**config.mk**
```make
export PLATFORM = sky130hd
export DESIGN_NAME = orientation_loader
export DESIGN_NICKNAME = d
export VERILOG_FILES = /design/src/rtl/orientation_loader.sv
export SDC_FILE = /design/constraint.sdc
export NUM_CORES = 1
export LEC_CHECK = 0
export CAP_MARGIN = 40
export CELL_PAD_IN_SITES_DETAIL_PLACEMENT = 1
export CELL_PAD_IN_SITES_GLOBAL_PLACEMENT = 2
export CORE_ASPECT_RATIO = 1.75
export CORE_MARGIN = 2
export CORE_UTILIZATION = 31
export CTS_CLUSTER_SIZE = 14
export DETAILED_ROUTE_END_ITERATION = 10
export HOLD_SLACK_MARGIN = 0.03
export PLACE_DENSITY_LB_ADDON = 0.2
export SLEW_MARGIN = 20
export SYNTH_ARGS = -nofsm -noshare
export SYNTH_HDL_FRONTEND = slang
export SYNTH_SLANG_ARGS = --single-unit
```
**constraint.sdc**
```tcl
create_clock -name clk -period 3.4 [get_ports clk]
set_input_delay 0.34 -clock clk [delete_from_list [all_inputs] [get_ports clk]]
set_output_delay 0.34 -clock clk [all_outputs]
set_load 0.05 [all_outputs]
```
**src/rtl/orientation_loader.sv**
```systemverilog
// Serial orientation receiver for the cube display: resynchronises the MCU link,
// shifts in a frame, validates sticker codes and colour counts, and commits only good frames.
module orientation_loader #(
    parameter int NBITS     = 162,
    parameter int NSTICKERS = 54,
    parameter int PER_COLOR = 9
) (
    input  logic             clk,
    input  logic             reset,
    input  logic             sck,
    input  logic             sdi,
    input  logic             load,
    output logic [NBITS-1:0] orientation,
    output logic             frame_valid,
    output logic             frame_error,
    output logic [1:0]       err_code,
    output logic             busy
);
    typedef enum logic [2:0] {
        S_IDLE   = 3'd0,
        S_SHIFT  = 3'd1,
        S_CHECK  = 3'd2,
        S_COMMIT = 3'd3,
        S_ERROR  = 3'd4
    } state_t;

    state_t           state_q, state_d;
    logic [1:0]       sck_sync_q, sdi_sync_q, load_sync_q;
    logic             sck_prev_q, load_prev_q;
    logic [NBITS-1:0] shift_q, shift_d;
    logic [NBITS-1:0] orient_q, orient_d;
    logic [7:0]       cnt_q, cnt_d;
    logic [5:0]       idx_q, idx_d;
    logic [5:0][3:0]  tally_q, tally_d;
    logic             illegal_q, illegal_d;
    logic [1:0]       err_q, err_d;

    logic       sck_s, sdi_s, load_s;
    logic       sck_rise, load_rise, load_fall;
    logic       len_bad, count_bad;
    logic [2:0] code;

    assign sck_s     = sck_sync_q[1];
    assign sdi_s     = sdi_sync_q[1];
    assign load_s    = load_sync_q[1];
    assign sck_rise  = sck_s & ~sck_prev_q;
    assign load_rise = load_s & ~load_prev_q;
    assign load_fall = ~load_s & load_prev_q;
    assign len_bad   = (cnt_q != 8'(NBITS));
    assign code      = shift_q[3*idx_q +: 3];

    always_comb begin
        count_bad = 1'b0;
        for (int c = 0; c < 6; c++) begin
            if (tally_q[c] != 4'(PER_COLOR)) count_bad = 1'b1;
        end
    end

    // State register plus all datapath registers; reset discards any partial frame.
    always_ff @(posedge clk) begin
        if (!reset) begin
            state_q     <= S_IDLE;
            sck_sync_q  <= '0;
            sdi_sync_q  <= '0;
            load_sync_q <= '0;
            sck_prev_q  <= 1'b0;
            load_prev_q <= 1'b0;
            shift_q     <= '0;
            orient_q    <= '0;
            cnt_q       <= '0;
            idx_q       <= '0;
            tally_q     <= '0;
            illegal_q   <= 1'b0;
            err_q       <= 2'b00;
        end else begin
            state_q     <= state_d;
            sck_sync_q  <= {sck_sync_q[0], sck};
            sdi_sync_q  <= {sdi_sync_q[0], sdi};
            load_sync_q <= {load_sync_q[0], load};
            sck_prev_q  <= sck_s;
            load_prev_q <= load_s;
            shift_q     <= shift_d;
            orient_q    <= orient_d;
            cnt_q       <= cnt_d;
            idx_q       <= idx_d;
            tally_q     <= tally_d;
            illegal_q   <= illegal_d;
            err_q       <= err_d;
        end
    end

    always_comb begin
        state_d = state_q;
        case (state_q)
            S_IDLE:   if (load_rise) state_d = S_SHIFT;
            S_SHIFT:  if (load_fall) state_d = len_bad ? S_ERROR : S_CHECK;
            S_CHECK:  if (idx_q == 6'(NSTICKERS - 1)) state_d = S_COMMIT;
            S_COMMIT: state_d = (illegal_q || count_bad) ? S_ERROR : S_IDLE;
            S_ERROR:  state_d = S_IDLE;
            default:  state_d = S_IDLE;
        endcase
    end

    // Datapath next-state; err_d is loaded on entry to ERROR so the code is valid with the pulse.
    always_comb begin
        shift_d   = shift_q;
        orient_d  = orient_q;
        cnt_d     = cnt_q;
        idx_d     = idx_q;
        tally_d   = tally_q;
        illegal_d = illegal_q;
        err_d     = err_q;
        case (state_q)
            S_IDLE: begin
                if (load_rise) begin
                    shift_d = '0;
                    cnt_d   = '0;
                end
            end
            S_SHIFT: begin
                if (sck_rise && load_s) begin
                    shift_d = {shift_q[NBITS-2:0], sdi_s};
                    if (cnt_q != 8'hFF) cnt_d = cnt_q + 8'd1;
                end
                if (load_fall) begin
                    idx_d     = '0;
                    tally_d   = '0;
                    illegal_d = 1'b0;
                    if (len_bad) err_d = 2'b01;
                end
            end
            S_CHECK: begin
                if (code > 3'd5) begin
                    illegal_d = 1'b1;
                end else if (tally_q[code] != 4'hF) begin
                    tally_d[code] = tally_q[code] + 4'd1;
                end
                if (idx_q != 6'(NSTICKERS - 1)) idx_d = idx_q + 6'd1;
            end
            S_COMMIT: begin
                if (illegal_q)      err_d    = 2'b10;
                else if (count_bad) err_d    = 2'b11;
                else                orient_d = shift_q;
            end
            default: ;
        endcase
    end

    always_comb begin
        frame_valid = (state_q == S_COMMIT) && !illegal_q && !count_bad;
        frame_error = (state_q == S_ERROR);
        busy        = (state_q == S_CHECK) || (state_q == S_COMMIT);
    end

    assign orientation = orient_q;
    assign err_code    = err_q;

endmodule

```
==> impl_metrics.ini, run 1 <==
[critical_path]
cp.arrival_ns = 3.94
crit_slowest_cell = mux4_2
critPathBufInv = 5
cp.required_ns = 3.81
crit_cells = 17
worstSetupPathType = reg2reg
path_max_fanout = 6
r2r_cells = 17
endpoint_kind = flop
worstPathCellList = buf_12 > buf_8 > mux4_2 > a22o_1 > a211o_4 > a21oi_4 > a21o_1 > nor2_4 > a221oi_2 > inv_1 > ha_4 > o31ai_4 > o21ai_4 > buf_12 > buf_8 > o211ai_1 > o31ai_2
cpPeakStageDelay_ns = 0.50
start_kind = flop
cp_top_family = compound AO/OA/AOI/OAI gates

[sta]
post-route-period-util_pct = 104
finalSetupViolCount = 21
slew_viol_final = 0
rsz0062_at_grt = true
fmax_ghz = 0.283
worst_slew_pin_slew_ns = 0.858
hold_violations = 0
finalCriticalPeriod_ns = 3.53
finalWorstSetupSlack_ns = -0.131
max_slew_margin_pct = 42.8
fin_skew_ns = 0.0245

[logic_synthesis]
synth_seq_area_share_pct = 46.8
yosys_register_bits = 376
synth.avg_cell_area_um2 = 8.63
synth-edff-count = 0
netlist_area_um2 = 16100
syn-num-nets = 1872
synth.distinct_cells = 71
syn_inst = 1862
async_flop_share_pct = 0
ys.warnings.count = 0
yosys_most_used_dff = dfxtp_1

[global_routing]
grt_pass1_vias = 15200
grt_overflow = 0
grt.total_usage_pct = 21.2
grt_max_degree = 198
grt_pass1_wl_um = 89000
antenna_found_initial = 0

[finish]
drive_gt1_share_pct = 17.4
nNetsFinal = 2145
final_util_pct = 42.0
synthToLayoutAreaGrowth_pct = 34.2
num_antenna_cells = 0

[clock_network]
clock-root-buffer = clkbuf_16
clk_pin_slew_worst_paths_ns = 0.06
cts_sinks = 376
cts_buffers = 40
h-tree-depth = 2
clk_path_buf_depth = 3
cts_tree = done
postCtsHoldBufs = 0
clk_latency_ns = 0.55

[pwr]
vdd_ir_drop_max_v = 0.000330
powerDensity_nw_per_um2 = 416
power_w = 0.00896
leakage_nw = 7.18

[placement]
place_congestion = 0.830
numPortBuffers = 171
pre_cts_slack_ns = -0.357
dp_hpwl_um = 40600

[status]
violations = setup timing
status = complete, but fails checks

[detailed_routing]
drc = 0
vias = 14200
wl_per_cell_um = 20.2
via_per_inst = 5.03
drt_iter0_drc = 671
wl_um = 57200
final_antenna_net_count = 0
dr.pass1.iters = 5

[floorplanning]
die-area_um2 = 53700
ios = 172
die_h_um = 305
rows = 110
start_util_pct = 31.3
core_um2 = 51300
die_w_um = 176

[hold_path]
holdPathStages = 2
hold_class = in2reg

[job]
cap_viol_max_count = 0
==> timing repair <==
item                                    in CTS  in global routing
endpoints found under the setup margin      24                 24
resized for setup                           60                 36
pin swaps                                   19                 20
cloned                                       2                  0
setup buffers                               17                  3
==> Yosys cell counts (3+ instances only) <==
cell type / count / share of area (%)
nand2_1: 537 / 13
dfxtp_1: 376 / 47
a21boi_0: 310 / 14
nand3_1: 162 / 5.0
clkbuf_1: 128 / 3.0
a21oi_1: 36 / 1.1
nor2_1: 36 / 0.84
inv_1: 28 / 0.65
mux4_2: 23 / 3.2
o21ai_0: 20 / 0.62
mux2_2: 13 / 0.91
o22ai_1: 12 / 0.47
and2_1: 11 / 0.43
o32ai_1: 11 / 0.60
mux2i_1: 10 / 0.62
nor3_1: 10 / 0.31
mux4_1: 8 / 1.3
nor2b_1: 8 / 0.31
o211ai_1: 8 / 0.37
buf_2: 7 / 0.22
xor2_1: 7 / 0.38
and3_1: 6 / 0.23
nand4_1: 6 / 0.23
a221oi_1: 5 / 0.27
buf_6: 5 / 0.35
ha_1: 5 / 0.39
a22oi_1: 4 / 0.19
nand3b_1: 4 / 0.19
o21ai_1: 4 / 0.12
buf_1: 3 / 0.070
buf_4: 3 / 0.14
nor4_1: 3 / 0.12
o31ai_1: 3 / 0.14
xnor2_1: 3 / 0.16
==> cell usage in the layout (no fill, tap or decap), types with 26 or more instances in the layout <==
| cell | synthesis | layout |
|---|---|---|
| a21boi_0 | 310 | 310 |
| a21oi_1 | 36 | 31 |
| buf_4 | 3 | 176 |
| clkbuf_16 | 0 | 43 |
| clkdlybuf4s50_1 | 0 | 169 |
| dfxtp_1 | 376 | 374 |
| inv_1 | 28 | 28 |
| mux4_2 | 23 | 26 |
| nand2_1 | 537 | 534 |
| nand3_1 | 162 | 158 |
| nor2_1 | 36 | 33 |
==> kinds of logic after synthesis <==
family	Yosys count	synth area share [%]
compound gates	441	20.3
xor+xnor	11	0.646
fa+ha+maj	5	0.389
buf+inv	178	4.69
flops	376	46.8
mux	56	6.29
simple gates	795	20.9
==> state kept, by name (all words and copies together) (netlist names) <==
name         cells
cnt_q            8
shift_q        162
orientation    162
sck_prev_q       1
tally_q         24
sck_sync_q       2
load_sync_q      2
idx_q            6
load_prev_q      1
illegal_q        1
sdi_sync_q       2
state_q          3
err_code         2
==> metrics by stage <==
stage	instance area (um^2)	instances	hold slack [ns]	TNS (ns)
finish	21600	2830	0.177	-1.77
global route	21600	2830	0.181	-5.31
CTS	21400	2828	0.161	-3.29
detailed placement	19700	2747	0.426	-7.28
global placement	19700	2746	0.421	-4.88
floorplan	16100	1862	0.412	0
==> per-layer routing <==
layer / share of wire [%] / up-vias / GRT usage [%]
met5: 0 / - / 0
met4: 4.1 / 0 / 8.19
met3: 2.6 / 107 / 2.50
met2: 56 / 244 / 41.8
met1: 37 / 6968 / 22.3
li1: - / 6922 / -
==> final cells by class <==
type	instances	area, um^2
clock inverter	8	78.8
sequential	376	7530
timing repair buffer	379	3630
inverter	30	115
clock buffer	57	1180
fill	5946	29800
multi-input combinational	1308	8190
tap	672	841
==> where the power goes <==
group	total, W	switching (W)	leakage [nW]	internal [W]
clock	0.00431	0.00183	0.618	0.00247
sequential	0.00441	0.00000404	3.03	0.00441
combinational	0.000246	0.000164	3.53	0.0000820
total	0.00896	0.00200	7.18	0.00696
==> worst register-to-register path: stages (launching register included) <==
cell,delay [ns]
dfxtp_4,0.40
buf_12,0.15
buf_8,0.12
mux4_2,0.50
a22o_1,0.21
a211o_4,0.31
a21oi_4,0.14
a21o_1,0.15
nor2_4,0.05
a221oi_2,0.28
inv_1,0.11
ha_4,0.18
o31ai_4,0.07
o21ai_4,0.10
buf_12,0.17
buf_8,0.12
o211ai_1,0.20
o31ai_2,0.09
==> worst paths after layout <==
kind         slack, ns           from           to
max              -0.13       idx_q[0]  tally_q[23]
min               0.18          reset  err_code[1]
max reg2reg      -0.13       idx_q[0]  tally_q[23]
min reg2reg       0.44  sdi_sync_q[1]   shift_q[0]
(Power assumes the default switching activity.)
==> inputs of run 2 (changes only) <==
--- a/config.mk
+++ b/config.mk
@@ -6,11 +6,9 @@
 export NUM_CORES = 1
 export LEC_CHECK = 0
 export CAP_MARGIN = 40
-export CELL_PAD_IN_SITES_DETAIL_PLACEMENT = 1
-export CELL_PAD_IN_SITES_GLOBAL_PLACEMENT = 2
 export CORE_ASPECT_RATIO = 1.75
 export CORE_MARGIN = 2
-export CORE_UTILIZATION = 31
+export CORE_UTILIZATION = 30
 export CTS_CLUSTER_SIZE = 14
 export DETAILED_ROUTE_END_ITERATION = 10
 export HOLD_SLACK_MARGIN = 0.03
==> run 2 against run 1 <==
  * Clock-buffer cell count is 1 lower
  * Total power grew 1.2%
  * Worst hold slack barely moved
  * Setup slack better by 0.087 ns
  * Sequential share of layout area up 0.46 points
  * Final cell count shrank 0.35%
  * The run still ends with setup timing left
==> impl_metrics.ini, run 2 (same netlist as run 1, synthesis figures left out) <==
[critical_path]
cpPeakStageDelay_ns = 0.42
start_kind = flop
r2r_cells = 16
timing.reg2reg.setup_slack_ns = -0.04
worstSetupPathType = reg2reg
r2r_start = idx_q[0]
cp.arrival_ns = 3.87
r2r-end = tally_q[5]
worstPathCellList = buf_4 > mux2_2 > a221o_1 > a211o_4 > a21oi_4 > a21o_1 > nor2_4 > a221oi_4 > inv_2 > ha_4 > o31ai_4 > o21ai_2 > buf_12 > buf_12 > o21ai_4 > o32ai_2
crit_slowest_cell = dfxtp_4
endpoint_kind = flop
cpMostUsedCell = buf_12
path_max_fanout = 8
cp.required_ns = 3.83

[sta]
finalCriticalPeriod_ns = 3.44
post-route-period-util_pct = 101
hold_violations = 0
rsz0062_at_grt = true
fin_skew_ns = 0.0226
max_slew_margin_pct = 34.1
finalSetupViolCount = 4
slew_viol_final = 0
worst_slew_pin_slew_ns = 0.989
finalWorstSetupSlack_ns = -0.0438
fmax_ghz = 0.290

[global_routing]
grt.total_usage_pct = 19.0
grt_overflow = 0
grt_pass1_wl_um = 81900
grt_max_degree = 231
antenna_found_initial = 0
grt_pass1_vias = 14100

[detailed_routing]
via_per_inst = 4.97
wl_um = 52800
wl_per_cell_um = 18.7
dr.pass1.iters = 5
drt_iter0_drc = 589
final_antenna_net_count = 0
vias = 14000
drc = 0

[status]
status = complete, but fails checks
violations = setup timing

[finish]
synthToLayoutAreaGrowth_pct = 32.4
fillCellCount = 5362
final_util_pct = 40.1
nNetsFinal = 2120
most-common-layout-cells = nand2_1, dfxtp_1, a21boi_0
layout_commonest_cell = nand2_1
drive_gt1_share_pct = 16.6
final_area_um2 = 21300
num_antenna_cells = 0

[clock_network]
postCtsHoldBufs = 0
h-tree-depth = 2
cts_sinks = 376
cts_buffers = 39
clock-root-buffer = clkbuf_16
clk_path_buf_depth = 3
clk_pin_slew_worst_paths_ns = 0.07
cts_tree = done
clk_latency_ns = 0.56

[placement]
numPortBuffers = 171
dp_hpwl_um = 36600
dpl_cell_area_um2 = 19500
place_congestion = 0.865

[floorplanning]
core_um2 = 53100
ios = 172
rows = 112
die-area_um2 = 55500
die_h_um = 310
die_w_um = 179
start_util_pct = 30.3

[hold_path]
hold_start = reset
holdPathStages = 2
holdPathEnd = orientation[95]
hold_class = in2reg

[pwr]
powerDensity_nw_per_um2 = 426
leakage_nw = 7.03
vdd_ir_drop_max_v = 0.000298

[job]
cap_viol_max_count = 0
[run 2: changes by cell type in the layout (fill, tap and decap cells not counted), moves of 3 or more]
cell     previous run  this run
a21oi_1            31        28
buf_12             22        17
buf_4             176       163
buf_6               7         3
o21ai_2             6         9
o21ai_4             4         1
o22ai_1             8        12
o22ai_2             4         0
[run 2: worst max path at each step]
stage	from	end	slack (ns)	cells after the start
global placement	idx_q[0]	tally_q[3]	-0.19	13
detailed placement	idx_q[0]	tally_q[17]	-0.26	16
finish	idx_q[0]	tally_q[5]	-0.04	16
CTS	idx_q[0]	tally_q[11]	-0.02	15
floorplan	idx_q[0]	tally_q[5]	0.01	17
global route	idx_q[0]	tally_q[5]	-0.18	17
[run 2: worst max-delay path, delay by kind of cell, from the launching register on]
family          cells  cell delay [ns]
flops               1             0.42
compound gates      9             1.76
simple gates        1             0.06
mux                 1             0.34
fa+ha+maj           1             0.18
buf+inv             4             0.54
[run 2: final cells by class]
| class | count | area [um^2] | area share, % |
|---|---|---|---|
| clock buffers | 56 | 1150 | 5.41 |
| clock inverters | 11 | 148 | 0.694 |
| inverters | 30 | 116 | 0.547 |
| multi-input cells | 1308 | 8140 | 38.3 |
| flip-flops and latches | 376 | 7530 | 35.4 |
| well taps | 684 | 856 | 4.02 |
| repair buffers | 355 | 3330 | 15.7 |
[run 2: per-stage QoR]
step	TNS (ns)	total power, W	hold slack [ns]	setup slack [ns]	std cells
finish	-0.116	0.00907	0.176	-0.0438	2820
global route	-1.96	0.00939	0.184	-0.176	2820
CTS	-0.0485	0.00921	0.160	-0.0169	2820
detailed placement	-5.19	0.00475	0.418	-0.258	2741
global placement	-3.69	0.00475	0.415	-0.194	2741
floorplan	0	0.00468	0.412	0.00972	1862
[run 2: metal layers]
metal / vias to the layer above / share of wire (%) / track usage, %
li1: 6863 / - / -
met1: 6773 / 38 / 20.9
met2: 277 / 54 / 35.8
met3: 98 / 3.2 / 2.20
met4: 0 / 4.4 / 8.85
met5: - / 0 / 0
[run 2: what timing repair did]
item | CTS | global route
gates resized for setup | 63 | 24
cloned | 1 | 0
setup buffers | 11 | 1
pin swaps | 28 | 13
endpoints found under the setup margin | 24 | 24
[run 2: report_power, final]
| group | internal [W] | total (W) | switching (W) |
|---|---|---|---|
| Clock | 0.00259 | 0.00443 | 0.00184 |
| Combinational | 0.0000751 | 0.000235 | 0.000160 |
| Sequential | 0.00441 | 0.00441 | 0.00000333 |
| Total | 0.00707 | 0.00907 | 0.00200 |
